<file path="config.mk">
export PLATFORM = sky130hd
export DESIGN_NAME = alarm_ring_ctrl_flat
export DESIGN_NICKNAME = d
export VERILOG_FILES = /design/src/rtl/alarm_pkg.sv /design/src/rtl/alarm_ring_ctrl_if.sv /design/src/rtl/al_sec_timer.sv /design/src/rtl/alarm_ring_ctrl.sv /design/src/flat_wrapper.sv
export SDC_FILE = /design/constraint.sdc
export NUM_CORES = 1
export LEC_CHECK = 0
export CAP_MARGIN = 20
export CORE_AREA = 2 2 60 90
export DETAILED_ROUTE_END_ITERATION = 16
export DIE_AREA = 0 0 62 92
export GPL_ROUTABILITY_DRIVEN = 0
export HOLD_SLACK_MARGIN = 0.12
export SLEW_MARGIN = 20
export SYNTH_ARGS = -nofsm -noshare
export SYNTH_HDL_FRONTEND = slang
export SYNTH_HIERARCHICAL = 1
export SYNTH_SLANG_ARGS = --single-unit
</file>
<file path="constraint.sdc">
create_clock -name CLK -period 2.6 [get_ports CLK]
set_input_delay 0.65 -clock CLK [delete_from_list [all_inputs] [get_ports CLK]]
set_output_delay 0.65 -clock CLK [all_outputs]
set_load 0.05 [all_outputs]
</file>
<file path="src/rtl/alarm_pkg.sv">
// alarm_pkg: shared state encoding and default timing constants
package alarm_pkg;
    typedef enum logic [1:0] {
        ST_IDLE   = 2'd0,
        ST_RING   = 2'd1,
        ST_SNOOZE = 2'd2
    } state_t;
    localparam int DEF_RING_TIMEOUT_S = 60;
    localparam int DEF_SNOOZE_S       = 300;
    localparam int DEF_MAX_SNOOZE     = 3;
endpackage

</file>
<file path="src/rtl/alarm_ring_ctrl_if.sv">
// alarm_ring_ctrl_if: tick, key and indicator signals of the alarm ring controller
interface alarm_ring_ctrl_if;
    logic       SEC_TICK;
    logic       BEEP_TICK;
    logic       ALARM_EN;
    logic       MATCH;
    logic       KEY_STOP;
    logic       KEY_SNOOZE;
    logic       BUZZER;
    logic       LED_RING;
    logic       LED_SNOOZE;
    logic [1:0] STATE;
    modport master (
        output SEC_TICK, BEEP_TICK, ALARM_EN, MATCH, KEY_STOP, KEY_SNOOZE,
        input  BUZZER, LED_RING, LED_SNOOZE, STATE
    );
    modport slave (
        input  SEC_TICK, BEEP_TICK, ALARM_EN, MATCH, KEY_STOP, KEY_SNOOZE,
        output BUZZER, LED_RING, LED_SNOOZE, STATE
    );
endinterface

</file>
<file path="src/rtl/al_sec_timer.sv">
// al_sec_timer: loadable, tick-enabled seconds counter that saturates at 0 or MAX
module al_sec_timer #(
    parameter int MAX  = 60,
    parameter bit DOWN = 1'b0,
    localparam int W   = $clog2(MAX + 1)
)(
    input  logic         CLK,
    input  logic         RESET,
    input  logic         load,
    input  logic [W-1:0] value,
    input  logic         tick,
    output logic [W-1:0] count
);
    // load has priority over tick; counting stops at the end of the range
    always_ff @(posedge CLK) begin
        if (RESET)
            count <= '0;
        else if (load)
            count <= value;
        else if (tick)
            count <= DOWN ? ((count == '0) ? count : count - W'(1))
                          : ((count == W'(MAX)) ? count : count + W'(1));
    end
endmodule

</file>
<file path="src/rtl/alarm_ring_ctrl.sv">
// alarm_ring_ctrl: alarm ringing FSM with auto-off timeout and limited snoozes
module alarm_ring_ctrl
    import alarm_pkg::*;
#(
    parameter int RING_TIMEOUT_S = DEF_RING_TIMEOUT_S,
    parameter int SNOOZE_S       = DEF_SNOOZE_S,
    parameter int MAX_SNOOZE     = DEF_MAX_SNOOZE
)(
    input logic          CLK,
    input logic          RESET,
    alarm_ring_ctrl_if.slave bus
);
    localparam int RW = $clog2(RING_TIMEOUT_S + 1);
    localparam int SW = $clog2(SNOOZE_S + 1);
    localparam int CW = $clog2(MAX_SNOOZE + 1);

    state_t        state_q, state_d;
    logic          match_q, buzzer_q, buzzer_d, ring_load, snooze_load;
    logic [CW-1:0] snz_q, snz_d;
    logic [RW-1:0] ring_cnt;
    logic [SW-1:0] snooze_cnt;
    logic          trigger, ring_expire, snooze_expire;

    assign trigger       = bus.MATCH & ~match_q;
    assign ring_expire   = bus.SEC_TICK && (int'(ring_cnt) + 1 >= RING_TIMEOUT_S);
    assign snooze_expire = bus.SEC_TICK && (int'(snooze_cnt) <= 1);

    al_sec_timer #(.MAX(RING_TIMEOUT_S), .DOWN(1'b0)) u_ring (
        .CLK   (CLK),
        .RESET (RESET),
        .load  (ring_load),
        .value ('0),
        .tick  (bus.SEC_TICK && state_q == ST_RING),
        .count (ring_cnt)
    );

    al_sec_timer #(.MAX(SNOOZE_S), .DOWN(1'b1)) u_snooze (
        .CLK   (CLK),
        .RESET (RESET),
        .load  (snooze_load),
        .value (SW'(SNOOZE_S)),
        .tick  (bus.SEC_TICK && state_q == ST_SNOOZE),
        .count (snooze_cnt)
    );

    // state, buzzer, snooze count and MATCH edge-detect registers
    always_ff @(posedge CLK) begin
        if (RESET) begin
            state_q  <= ST_IDLE;
            buzzer_q <= 1'b0;
            snz_q    <= '0;
            match_q  <= 1'b1;
        end else begin
            state_q  <= state_d;
            buzzer_q <= buzzer_d;
            snz_q    <= snz_d;
            match_q  <= bus.MATCH;
        end
    end

    // next state: disable beats everything, keys beat timer events, stop beats snooze
    always_comb begin
        state_d     = state_q;
        buzzer_d    = 1'b0;
        snz_d       = snz_q;
        ring_load   = 1'b0;
        snooze_load = 1'b0;
        if (!bus.ALARM_EN) begin
            state_d = ST_IDLE;
        end else begin
            case (state_q)
                ST_IDLE: if (trigger) begin
                    state_d   = ST_RING;
                    buzzer_d  = 1'b1;
                    ring_load = 1'b1;
                    snz_d     = '0;
                end
                ST_RING: if (bus.KEY_STOP) begin
                    state_d = ST_IDLE;
                end else if (bus.KEY_SNOOZE && snz_q < CW'(MAX_SNOOZE)) begin
                    state_d     = ST_SNOOZE;
                    snz_d       = snz_q + CW'(1);
                    snooze_load = 1'b1;
                end else if (ring_expire) begin
                    state_d = ST_IDLE;
                end else begin
                    buzzer_d = buzzer_q ^ bus.BEEP_TICK;
                end
                ST_SNOOZE: if (bus.KEY_STOP) begin
                    state_d = ST_IDLE;
                end else if (snooze_expire) begin
                    state_d   = ST_RING;
                    buzzer_d  = 1'b1;
                    ring_load = 1'b1;
                end
                default: state_d = ST_IDLE;
            endcase
        end
    end

    assign bus.BUZZER     = buzzer_q;
    assign bus.STATE      = state_q;
    assign bus.LED_RING   = state_q == ST_RING;
    assign bus.LED_SNOOZE = state_q == ST_SNOOZE;
endmodule

</file>
<file path="src/flat_wrapper.sv">
// flat-port wrapper written by rule: the top's interface ports become plain ports
module alarm_ring_ctrl_flat import alarm_pkg::*;
#(
    parameter int RING_TIMEOUT_S = DEF_RING_TIMEOUT_S,
    parameter int SNOOZE_S       = DEF_SNOOZE_S,
    parameter int MAX_SNOOZE     = DEF_MAX_SNOOZE
)
  (CLK, RESET, bus_SEC_TICK, bus_BEEP_TICK, bus_ALARM_EN, bus_MATCH, bus_KEY_STOP, bus_KEY_SNOOZE, bus_BUZZER, bus_LED_RING, bus_LED_SNOOZE, bus_STATE);
  alarm_ring_ctrl_if bus_i ();
  input logic CLK;
  input logic RESET;
  input wire logic [$bits(bus_i.SEC_TICK)-1:0] bus_SEC_TICK;
  input wire logic [$bits(bus_i.BEEP_TICK)-1:0] bus_BEEP_TICK;
  input wire logic [$bits(bus_i.ALARM_EN)-1:0] bus_ALARM_EN;
  input wire logic [$bits(bus_i.MATCH)-1:0] bus_MATCH;
  input wire logic [$bits(bus_i.KEY_STOP)-1:0] bus_KEY_STOP;
  input wire logic [$bits(bus_i.KEY_SNOOZE)-1:0] bus_KEY_SNOOZE;
  output wire logic [$bits(bus_i.BUZZER)-1:0] bus_BUZZER;
  output wire logic [$bits(bus_i.LED_RING)-1:0] bus_LED_RING;
  output wire logic [$bits(bus_i.LED_SNOOZE)-1:0] bus_LED_SNOOZE;
  output wire logic [$bits(bus_i.STATE)-1:0] bus_STATE;
  assign bus_i.SEC_TICK = bus_SEC_TICK;
  assign bus_i.BEEP_TICK = bus_BEEP_TICK;
  assign bus_i.ALARM_EN = bus_ALARM_EN;
  assign bus_i.MATCH = bus_MATCH;
  assign bus_i.KEY_STOP = bus_KEY_STOP;
  assign bus_i.KEY_SNOOZE = bus_KEY_SNOOZE;
  assign bus_BUZZER = bus_i.BUZZER;
  assign bus_LED_RING = bus_i.LED_RING;
  assign bus_LED_SNOOZE = bus_i.LED_SNOOZE;
  assign bus_STATE = bus_i.STATE;
  alarm_ring_ctrl #(.RING_TIMEOUT_S(RING_TIMEOUT_S), .SNOOZE_S(SNOOZE_S), .MAX_SNOOZE(MAX_SNOOZE)) u_core (.CLK(CLK), .RESET(RESET), .bus(bus_i));
endmodule
</file>
==> metrics.md <==
| Metric | Value |
|---|---|
| 1st-pass router iterations | 4 |
| Crit path time final | 2.42 ns |
| Layout Cells excl Fill | 267 |
| Initial Util | 0.285 |
| Seq. cell area | 420 sq um |
| Area Growth Syn to Fin | 22.8% |
| Maximum Capacitance Violations | 0 |
| Seq pwr share | 0.538 |
| # rows | 32 |
| Yosys top cell area share | 0.295 |
| Worst min path class | register to register |
| CTS Buffer Depth | 2 |
| CP Capture Type | primary output |
| Leakage | 0.613 nW |
| Cell internal pwr | 0.469 mW |
| Initial antenna violation count | 0 |
| DP HPWL | 2.45 mm |
| Power share of the clock group | 0.353 |
| Wirelength, routed | 3.27 mm |
| # port buffers | 12 |
| Setup Skew | 0.000849 ns |
| Async SR Flop Fraction | 0 |
| Final hold violations | 0 |
| Diodes inserted | 0 |
| Area of the multi-input gates | 963 sq um |
| TritonCTS clock tree | yes |
| Setup Crit Path Kind | register to primary output |
| GRT Overall Usage | 0.124 |
| Filler cells | 534 |
| Antenna viol nets, final | 0 |
| Sequential area share after synthesis | 0.295 |
| Status | completed |
| Clk slew on worst S/H paths | about 0.080 ns |
| Synth cell types | 58 |
| Worst EP required | a little under 2 ns |
| Synth Cell Area | 0.00143 sq mm |
| DRT iter0 DRCs | 83 |
| Post-route clock period utilization | 0.932 |
| Combinational power share | 0.108 |
| Clk root buf | clkbuf_8 |
| Post-synth EDFFs | 0 |
| IO Pins | 13 |
| Worst slew margin | 0.623 |
| Worst vdd ir | 0.187 mV |
| Placed cells | 263 |
| Critical path data arrival time | roughly 1.8 ns |
| Slowest cell delay on critical path | around 0.7 ns |
| Share of layout cells above drive strength 1 | 0.146 |
| Slew Limit Fails | 0 |
| Mean Syn Cell Area | 8.59 sq um |
| DRC Markers | 0 |
| Worst path bufs/invs | 1 |
| Main flop type after synthesis | dfxtp_1 |
| Post-CTS resize count | 0 |
| Largest net degree at the start of global routing | 22 |
| Die area | 0.00570 sq mm |
| RSZ-0062 raised after global routing | no |
| Fin nets | 212 |
| # setup viols final | 0 |
| Clk_lat worst skew | 0.26 ns |
| Area leader, netlist | dfxtp_1 |
| Dominant cells by area after synthesis | dfxtp_1 29%, a211oi_1 3.7%, ha_1 3.5% |
| Global-route wire length before repair | between 5 and 6 mm |
| CTS H-tree depth | 1 |
| Die width | 62 um |
| Switching Fraction | 0.246 |
| Die height | 92 um |
| Psw | 0.153 mW |
| Post-synthesis register bit count | 21 |
| Fin util | 0.350 |
| Core ar. | 0.00500 sq mm |
| Crit start category | register |
| Synth Instances | about 170 |
| Num CTS Buffers | 3 |
| DR vias | 1294 |
| Peak Freq | 413 MHz |
| Grt ovf | 0 |
| Vias in the first global route | around 1200 |
| Power Density | roughly 350 mW/mm^2 |
| Via/cell ratio | 4.85 |
| Routed wire per std cell | 12.3 um |
| Critical path's top delay family | buffers and inverters |
| CP max-delay cell | clkdlybuf4s50_1 |
| Most common cell after layout, fill and taps aside | dfxtp_1 |
| Post-CTS setup buffers | 0 |
| Clock sinks | 21 |
| Yosys warns | 6 |
| Post-CTS Hold Buffers | 0 |
| Most frequent cells in the layout | 21 x dfxtp_1, 15 x conb_1, 13 x nor2_1, 12 x buf_4, 11 x clkdlybuf4s50_1 |
| Worst Max-Slew Pin Slew | 0.557 ns |
| Crit-path cells | and2b_2 -> clkdlybuf4s50_1 |
| Crit Path Max Fanout | 9 |
==> tightest hold or removal path, stage by stage, from the launching register on <==
cell,delay [ns]
dfxtp_1,0.32
nand2_1,0.06
a21oi_1,0.05
==> layout make-up <==
class                           instances  share of cell area
Clock buffer                            4              0.0257
Inverter                               10              0.0214
Multi-Input combinational cell        141               0.550
Sequential cell                        21               0.240
Tap cell                               68              0.0486
Timing Repair Buffer                   23               0.114
==> logic make-up (layout without fill, tap and decap cells) <==
family	count (synthesis)	count (layout)	share of synthesized area
other cells	2	15	0.00527
compound gates	39	39	0.218
fa+ha+maj	4	4	0.0351
xor+xnor	6	6	0.0368
flops	21	21	0.295
buf+inv	17	37	0.0640
simple gates	77	77	0.347
==> path summary, 6_finish.rpt <==
| check | from | to | slack [ns] | cells after the start |
|---|---|---|---|---|
| worst min register to register | u_core/snz_q[1] | u_core/snz_q[1] | 0.47 | 2 |
| worst min-delay path | u_core/snz_q[1] | u_core/snz_q[1] | 0.47 | 2 |
| worst max-delay path | u_core/bus.STATE[0] | bus_LED_SNOOZE | 0.18 | 2 |
| worst max register to register | u_core/u_snooze/count[3] | u_core/u_ring/count[2] | 0.54 | 7 |
==> sequential cells by signal, summed over array words and instances, names as in the netlist <==
name and cells:
u_core/bus.STATE 2, u_core/u_snooze/count 9, u_core/u_ring/count 6, u_core/match_q 1, u_core/bus.BUZZER 1, u_core/snz_q 2
==> metrics by stage <==
step | setup TNS [ns] | hold slack [ns] | worst slack, ns | cell area (sq um) | power, mW
2_1_floorplan | 0 | 0.430 | 0.148 | 1480 | 0.379
3_3_place_gp | -0.00124 | 0.447 | -0.00124 | 1710 | 0.410
3_5_place_dp | -0.0525 | 0.459 | -0.0263 | 1710 | 0.410
4_1_cts | 0 | 0.470 | 0.144 | 1750 | 0.627
5_1_grt | 0 | 0.493 | 0.0811 | 1750 | 0.654
6_report | 0 | 0.472 | 0.177 | 1750 | 0.622
==> cells in the mapped netlist, types with 3 or more instances <==
| master | count |
|---|---|
| nor2b_1 | 4 |
| nor3_1 | 3 |
| buf_2 | 3 |
| nor3b_1 | 5 |
| nand2_1 | 9 |
| inv_1 | 10 |
| a211oi_1 | 7 |
| nand3_1 | 6 |
| ha_1 | 4 |
| nor2_1 | 13 |
| and2_1 | 3 |
| dfxtp_1 | 21 |
| nor4b_1 | 3 |
| a21oi_1 | 7 |
| xor2_1 | 3 |
| xnor2_1 | 3 |
| nand2b_1 | 3 |
| nor4_1 | 4 |
==> metal layers <==
metal,share of wire,up-vias,global-route usage
met4,0.014,0,0.0372
met2,0.50,20,0.210
li1,-,675,-
met3,0.032,4,0.0212
met5,0,-,0
met1,0.46,595,0.154
==> power groups by stage <==
stage	Clock (mW)	Sequential, mW	Combinational [mW]
floorplan	0	0.341	0.0379
global placement	0	0.342	0.0675
detailed placement	0	0.342	0.0677
CTS	0.225	0.334	0.0679
global route	0.243	0.336	0.0756
finish	0.220	0.335	0.0674
Note: power is estimated with default switching activity, not from simulation.
